[src/rtl/register_file_pkg.sv]
// Shared encodings for the out-of-order core: register indices, RoB tags, sentinels.
// Common to the RoB, reservation stations, LSB, dispatcher and register file.
package register_file_pkg;

    localparam int REG_WIDTH    = 5;
    localparam int EX_REG_WIDTH = REG_WIDTH + 1;
    localparam int RoB_WIDTH    = 8;
    localparam int EX_RoB_WIDTH = RoB_WIDTH + 1;
    localparam int NUM_REGS     = 1 << REG_WIDTH;

    typedef logic [EX_REG_WIDTH-1:0] ex_reg_t;
    typedef logic [RoB_WIDTH-1:0]    rob_idx_t;
    typedef logic [EX_RoB_WIDTH-1:0] ex_rob_t;
    typedef logic [31:0]             word_t;

    localparam ex_reg_t NON_REG = 6'b100000;
    localparam ex_rob_t NON_DEP = 9'b100000000;

    // True for an index that names a writable architectural register (not x0, not "none").
    function automatic logic is_real_reg(input ex_reg_t r);
        return !r[EX_REG_WIDTH-1] && (r[REG_WIDTH-1:0] != '0);
    endfunction

    function automatic ex_rob_t live_tag(input rob_idx_t idx);
        return {1'b0, idx};
    endfunction

endpackage

[src/rtl/register_file_rf_read_port.sv]
// One dispatcher operand lookup: returns the architectural value or the producing RoB tag,
// forwarding a same-cycle commit whose tag still owns the register.
module rf_read_port
    import register_file_pkg::*;
(
    input  ex_reg_t  rs,
    input  word_t    values [NUM_REGS],
    input  ex_rob_t  tags   [NUM_REGS],
    input  logic     commit_en,
    input  ex_reg_t  commit_rd,
    input  rob_idx_t commit_index,
    input  word_t    commit_value,
    output word_t    v,
    output ex_rob_t  q
);

    logic [REG_WIDTH-1:0] idx;
    assign idx = rs[REG_WIDTH-1:0];

    // NOTE: every output gets a default before any branch, so no path leaves it unassigned
    // and no latch can be inferred.
    always_comb begin
        v = '0;
        q = NON_DEP;
        if (is_real_reg(rs)) begin
            if (commit_en && commit_rd == rs && tags[idx] == live_tag(commit_index)) begin
                v = commit_value;
            end else begin
                v = values[idx];
                q = tags[idx];
            end
        end
    end

endmodule

[src/rtl/register_file.sv]
// Architectural register file with rename-tag table; receives RoB commits and
// answers two combinational operand queries for the dispatcher.
module register_file
    import register_file_pkg::*;
(
    input  logic     Sys_clk,
    input  logic     Sys_rst,
    input  logic     Sys_rdy,
    input  ex_reg_t  DPRF_rs1,
    input  ex_reg_t  DPRF_rs2,
    input  logic     DPRF_en,
    input  ex_reg_t  DPRF_rd,
    input  rob_idx_t DPRF_RoB_index,
    output word_t    RFDP_Vj,
    output ex_rob_t  RFDP_Qj,
    output word_t    RFDP_Vk,
    output ex_rob_t  RFDP_Qk,
    input  logic     RoBRF_pre_judge,
    input  logic     RoBRF_en,
    input  rob_idx_t RoBRF_RoB_index,
    input  ex_reg_t  RoBRF_rd,
    input  word_t    RoBRF_value
);

    word_t   values [NUM_REGS];
    ex_rob_t tags   [NUM_REGS];

    logic [REG_WIDTH-1:0] commit_idx;
    logic [REG_WIDTH-1:0] rename_idx;
    assign commit_idx = RoBRF_rd[REG_WIDTH-1:0];
    assign rename_idx = DPRF_rd[REG_WIDTH-1:0];

    // NOTE: both arrays are reset because queries must read 0/NON_DEP straight out of
    // reset; this makes them flops rather than RAM, which is fine at 32 entries.
    // Non-blocking assignments throughout: later writes in this block override earlier
    // ones to the same entry, which is how rename beats commit and flush beats both.
    always_ff @(posedge Sys_clk or posedge Sys_rst) begin
        if (Sys_rst) begin
            for (int i = 0; i < NUM_REGS; i++) begin
                values[i] <= '0;
                tags[i]   <= NON_DEP;
            end
        end else if (Sys_rdy) begin
            if (RoBRF_en && is_real_reg(RoBRF_rd)) begin
                values[commit_idx] <= RoBRF_value;
                // A younger rename of the same register keeps its tag.
                if (tags[commit_idx] == live_tag(RoBRF_RoB_index)) begin
                    tags[commit_idx] <= NON_DEP;
                end
            end
            if (!RoBRF_pre_judge) begin
                for (int i = 0; i < NUM_REGS; i++) begin
                    tags[i] <= NON_DEP;
                end
            end else if (DPRF_en && is_real_reg(DPRF_rd)) begin
                tags[rename_idx] <= live_tag(DPRF_RoB_index);
            end
        end
    end

    rf_read_port u_port_j (
        .rs           (DPRF_rs1),
        .values       (values),
        .tags         (tags),
        .commit_en    (RoBRF_en),
        .commit_rd    (RoBRF_rd),
        .commit_index (RoBRF_RoB_index),
        .commit_value (RoBRF_value),
        .v            (RFDP_Vj),
        .q            (RFDP_Qj)
    );

    rf_read_port u_port_k (
        .rs           (DPRF_rs2),
        .values       (values),
        .tags         (tags),
        .commit_en    (RoBRF_en),
        .commit_rd    (RoBRF_rd),
        .commit_index (RoBRF_RoB_index),
        .commit_value (RoBRF_value),
        .v            (RFDP_Vk),
        .q            (RFDP_Qk)
    );

endmodule

[config.mk]
export PLATFORM = sky130hd
export DESIGN_NAME = register_file
export DESIGN_NICKNAME = d
export VERILOG_FILES = /design/src/rtl/register_file_pkg.sv /design/src/rtl/register_file_rf_read_port.sv /design/src/rtl/register_file.sv
export SDC_FILE = /design/constraint.sdc
export NUM_CORES = 2
export LEC_CHECK = 0
export BUFFER_PORTS_ARGS = -buffer_cell sky130_fd_sc_hd__buf_4
export CORE_MARGIN = 4
export CORE_UTILIZATION = 58
export CTS_CLUSTER_SIZE = 28
export DETAILED_ROUTE_END_ITERATION = 6
export PLACE_DENSITY = 0.78
export SLEW_MARGIN = 40
export SYNTH_ARGS = -nofsm -noshare
export SYNTH_HDL_FRONTEND = slang
export SYNTH_SLANG_ARGS = --single-unit
[constraint.sdc]
create_clock -name Sys_clk -period 38.6 [get_ports Sys_clk]
set_input_delay 1.93 -clock Sys_clk [delete_from_list [all_inputs] [get_ports Sys_clk]]
set_output_delay 1.93 -clock Sys_clk [all_outputs]
set_load 0.05 [all_outputs]
Yosys cells after proc, flatten, opt, wreduce, memory -nomap -nowiden
Index checks and enable logic that the tools add are counted.
{"block": "classes", "n_lt_le_gt_ge": 6, "reduce_logical": 21, "mux": 36, "bitwise_logic": 7, "n_eq_ne": 5}
{"op": "$mux W288", "count": 5}
{"op": "$bwmux W1024", "count": 1}
{"op": "$bmux W32 S5", "count": 2}
{"op": "$bwmux W288", "count": 1}
{"op": "$mux W32", "count": 9}
{"op": "$and A256 B256 Y256", "count": 1}
{"op": "$not A256 Y256", "count": 1}
{"op": "$demux W32 S5", "count": 1}
{"op": "$bmux W9 S5", "count": 3}
{"op": "$mux W9", "count": 12}
{"op": "$demux W9 S5", "count": 2}
{"op": "$or A32 B32 Y32", "count": 1}
{"op": "$eq A9 B8 Y1", "count": 3}
{"op": "$ge A6 B6 Y1 const B", "count": 4}
{"op": "$not A5 Y6", "count": 4}
{"op": "$reduce_bool A5 Y1", "count": 4}
{"op": "$eq A6 B6 Y1", "count": 2}
{"op": "$logic_and A1 B1 Y1", "count": 12}
{"op": "$lt A6 B1 Y1 const B", "count": 2}
{"op": "$logic_not A1 Y1", "count": 4}
{"op": "$reduce_and A2 Y1", "count": 1}
{"block": "totals", "elab_cells": 139, "input_bits": 78, "reg_bits": 1312, "output_inout_bits": 82}

Logic depth before layout (Yosys ltp)
{"block": "depth", "word_depth": 13, "mapped_depth": 14}

Hierarchy
A second synthesis with hierarchy kept.
{"block": "unflattened", "hier_cells": 5716, "hier_area_um2": 77217.8}
{"mod": "register_file", "area_per_inst_um2": 53852.9, "cells_each": 4082, "instances": 1}
{"mod": "rf_read_port", "area_per_inst_um2": 11682.5, "cells_each": 817, "instances": 2}

Worst setup path after synthesis
OpenSTA, ideal clock, no wires.
{"block": "synth_path", "path_kind": "input to output", "from": "input port DPRF_rs2[1]", "to": "output port RFDP_Qk[3]", "setup_slack_ps": 30826, "t_required_ps": 36670, "n_path_buf": 3, "cell_stages": 11, "arrival_ps": 5844, "path_cell_list": "buf_4 -> buf_1 -> mux4_2 -> mux4_2 -> nor2_1 -> nor3_1 -> and4b_1 -> a31oi_1 -> or3_1 -> buf_2 -> nor4b_1"}
{"block": "synth_between", "elab_chain_len": 8, "elab_cells_between_ends": 12, "cone_classes": "2 x eq/ne; 5 x mux; 1 x bitwise; 4 x reduce/logical"}
{"item": "start: declaration", "line_no": "register_file.sv:10", "source": "input ex_reg_t DPRF_rs2,"}
{"item": "$not A5 Y6 (implied by the code)", "line_no": "register_file_rf_read_port.sv:26, register_file_rf_read_port.sv:30"}
{"item": "$bmux W9 S5", "line_no": "register_file_rf_read_port.sv:26, register_file_rf_read_port.sv:30"}
{"item": "$mux W9 (implied by the code) (2 in a row)", "line_no": "register_file_rf_read_port.sv:26, register_file_rf_read_port.sv:30"}
{"item": "$eq A9 B8 Y1", "line_no": "register_file_rf_read_port.sv:26", "source": "if (commit_en && commit_rd == rs && tags[idx] == live_tag(commit_index)) begin"}
{"item": "$logic_and A1 B1 Y1", "line_no": "register_file_rf_read_port.sv:26"}
{"item": "$mux W9", "line_no": "register_file_rf_read_port.sv:26"}
{"item": "$mux W9 *", "line_no": "register_file_rf_read_port.sv:25", "source": "if (is_real_reg(rs)) begin"}
{"item": "end: declaration", "line_no": "register_file.sv:17", "source": "output ex_rob_t RFDP_Qk,"}
Mark *: on every way between the ends. The rest lies on a longest branch, timed or not. The select of a mux whose other input is x is not followed.

Worst setup path in the final report
{"block": "layout_path", "from": "input port DPRF_rs2[2]", "to": "output port RFDP_Vk[11]"}
{"block": "layout_between", "elab_chain_len": 8, "elab_cells_between_ends": 15, "cone_classes": "2 x eq/ne; 8 x mux; 1 x bitwise; 4 x reduce/logical"}
{"item": "$not A5 Y6 (implied by the code)", "line_no": "register_file_rf_read_port.sv:26, register_file_rf_read_port.sv:29"}
{"item": "$bmux W9 S5", "line_no": "register_file_rf_read_port.sv:26"}
{"item": "$mux W9 (implied by the code) (2 in a row)", "line_no": "register_file_rf_read_port.sv:26"}
{"item": "$eq A9 B8 Y1", "line_no": "register_file_rf_read_port.sv:26"}
{"item": "$logic_and A1 B1 Y1", "line_no": "register_file_rf_read_port.sv:26"}
{"item": "$mux W32", "line_no": "register_file_rf_read_port.sv:26"}
{"item": "$mux W32 *", "line_no": "register_file_rf_read_port.sv:25"}
{"item": "end: declaration", "line_no": "register_file.sv:16", "source": "output word_t RFDP_Vk,"}
Marks and branches as above.

==> impl_metrics.env <==
export IMPL_status="finished with violations"
export IMPL_violations="design-rule violations"
export IMPL_rows=131
export IMPL_place_congestion=1.02
export IMPL_grtUsageTotal=0.380
export IMPL_grt_pass1_wl_mm=373
export IMPL_grt_max_degree=159
export IMPL_synth_edff_count=0
export IMPL_tns_ns=0
export IMPL_rsz0062_at_grt="false"
export IMPL_clk_pin_slew_ns=0.05
export IMPL_numCtsBuffers=142
export IMPL_synthToLayoutAreaGrowth_pct=10.1
export IMPL_r2r_start="tags[265]"
export IMPL_irDropWorstVdd_v=0.0000380
export IMPL_die_h_um=366
export IMPL_ios=160
export IMPL_crit_path_start="DPRF_rs2[2]"
export IMPL_dr_first_iter_drc_count=7592
export IMPL_numPortBuffers=159
export IMPL_synth_distinct_cells=65
export IMPL_initial_core_util=0.583
export IMPL_core_area_um2=128000
export IMPL_clock_skew_ns=0.0342
export IMPL_clockBufferDepth=3
export IMPL_antenna_found_initial=6
export IMPL_grt_pass1_vias=52900
export IMPL_min_delay_start="values[992]"
export IMPL_synth_cells=5068
export IMPL_postCtsSetupRepairBufs=0
export IMPL_setup_ws_ns=29.01
export IMPL_synthArstFlopShare=1.00
export IMPL_totalWireLength_mm=254
export IMPL_final_cell_mix="1280 x dfrtp_1, 1006 x mux2_2, 822 x mux4_2"
export IMPL_cp_max_fo=50
export IMPL_path_common_cell="buf_4"
export IMPL_synth_nets=5146
export IMPL_fin_crit_sh=0.248
export IMPL_final_common_cell="dfrtp_1"
export IMPL_nets=4979
export IMPL_crit_path_cell_trace="buf_8 -> buf_6 -> mux4_2 -> mux4_2 -> xor2_1 -> nor3_1 -> and4b_1 -> a31oi_4 -> buf_4 -> or3_2 -> buf_4 -> a211oi_1 -> buf_4"
export IMPL_cts_tree="built"
export IMPL_netlist_area_um2=74400
export IMPL_cts_sinks=1312
export IMPL_die_area_um2=134000
export IMPL_ys_ff_latch=1312
export IMPL_diodes=0
export IMPL_post_dp_hpwl_mm=153
export IMPL_clk_insertion_delay_late_ns=0.79
export IMPL_fill_cells=8873
export IMPL_p_leak_nw=35.7
export IMPL_final_antenna_net_count=0
export IMPL_holdCritPathClass="reg -> reg"
export IMPL_setup_viol=0
export IMPL_gr_total_overflow=0
export IMPL_drc=5
export IMPL_crit_type="in -> out"
export IMPL_cp_start_kind="input pin"
export IMPL_cp_data_required_time_ns=36.67
export IMPL_cpMaxStageDelayCell="a211oi_1"
export IMPL_crit_family="buffers and inverters"
export IMPL_ys_seq_area_frac=0.442
export IMPL_endpoint_kind="primary output"
export IMPL_slowest_delay_ns=0.76
export IMPL_via_per_inst=7.85
export IMPL_worst_pin_slew_ns=1.01
export IMPL_synthFlopType="dfrtp_1"
export IMPL_dr_pass1_iters=7
export IMPL_p_per_area_nw_per_um2=41.7
export IMPL_arrival_ns=7.66
export IMPL_cts_resized=0
export IMPL_drive_gt1_frac=0.489
export IMPL_maxSlewViolCount=0
export IMPL_avgRoutedWirePerCell_um=38.1
export IMPL_critical_path_buf_inv_count=5
export IMPL_place_ws_ns=29.23
export IMPL_num_vias=52400
export IMPL_syn_avg_cell_area_um2=14.7
export IMPL_die_width_um=366
export IMPL_cap_violations=0
export IMPL_synth_warnings=0
export IMPL_min_period_ns=9.59
export IMPL_fmax_mhz=104
export IMPL_hold_violations=0
export IMPL_htree_levels=4
export IMPL_hold_buffers=0
export IMPL_cts_root_buf="clkbuf_16"
export IMPL_relSlewSlack=0.328
## report_power, final
group,internal (mW),switching (mW)
combinational,0.234,0.259
sequential,1.47,0.0736
clock,0.795,0.585
total,2.50,0.918
## synthesized netlist by cell type, types with 6 or more instances
master     number  area share
dfstp_2        32       0.011
mux4_2        822        0.25
inv_1          10     0.00050
xor2_1         15      0.0018
o211ai_1       11      0.0011
a32o_1        217       0.029
or2_2           9     0.00076
o221ai_1        8     0.00094
dfrtp_1      1280        0.43
buf_4          12      0.0012
a211oi_1       38      0.0038
nand2b_1       13      0.0011
clkbuf_1      422       0.021
a21oi_1        41      0.0028
mux2_2       1006        0.15
and2_1         15      0.0013
buf_1          95      0.0048
and3_1         15      0.0013
nand3_1        68      0.0046
nor3b_1        10      0.0010
nand4b_1       15      0.0018
nor2b_1        34      0.0029
nand4_2         8      0.0013
a22oi_1        34      0.0034
o211a_1        33      0.0044
buf_2          54      0.0036
mux2i_1       143       0.019
o21ai_0       134      0.0090
or4_1          33      0.0033
nor4_1         36      0.0030
nor2_1        172      0.0087
nand2_1        87      0.0044
nor3_1         16      0.0011
xnor2_1        19      0.0022
a2111oi_0       6     0.00071
nand4_1        19      0.0016
a31oi_1         7     0.00059
o21ai_1        22      0.0015
## routing by layer
metal	vias up	global-route usage	wire [um]	share of wire
met4	2	0.229	18500	0.073
li1	19900	-	-	-
met5	-	0	18	0.000071
met1	27700	0.502	91000	0.36
met2	3853	0.563	115000	0.45
met3	964	0.110	30100	0.12
## area by class of cell
cell class | count | area (um2) | area share
Clock buffer | 208 | 4180 | 0.0511
Clock inverter | 45 | 507 | 0.00619
Inverter | 11 | 51.3 | 0.000626
Multi-Input combinational cell | 3158 | 39600 | 0.483
Sequential cell | 1312 | 32900 | 0.401
Tap cell | 1662 | 2080 | 0.0254
Timing Repair Buffer | 276 | 2630 | 0.0321
## kinds of logic after synthesis
group,Yosys count,share of synthesized area
DFF,1312,0.442
buffers and inverters,598,0.0321
AOI/OAI and AO/OA,590,0.0624
xor gates and xnor gates,34,0.00400
muxes,1971,0.420
and+or+nand+nor,563,0.0394
## worst paths after layout
| kind | depth (start not counted) | slack (ns) | endpoint |
|---|---|---|---|
| worst max-delay path | 13 | 29.01 | RFDP_Vk[11] |
| worst min-delay path | 0 | 0.40 | values[992] |
| worst max register to register | 9 | 33.99 | tags[187] |
| worst min register to register | 0 | 0.40 | values[992] |
| max in group asynchronous | 8 | 34.17 | values[896] |
| min in group asynchronous | 2 | 1.20 | values[120] |
## through the flow
step / hold WS (ns) / std cells / utilization / power [mW] / area [um2]
CTS: 0.396 / 6670 / 0.641 / 3.41 / 81800
global placement: 0.376 / 6403 / 0.600 / 2.02 / 76500
floorplan: 0.441 / 5068 / - / 1.90 / 74400
global route: 0.404 / 6672 / 0.642 / 3.51 / 81900
finish: 0.396 / 6672 / 0.642 / 3.41 / 81900
detailed placement: 0.383 / 6417 / 0.605 / 2.04 / 77100
## flip-flops by register name, summed over array words and instances, names as in the netlist
register / flops
values: 1024
tags: 288
Power figures use the tool's default switching activity.
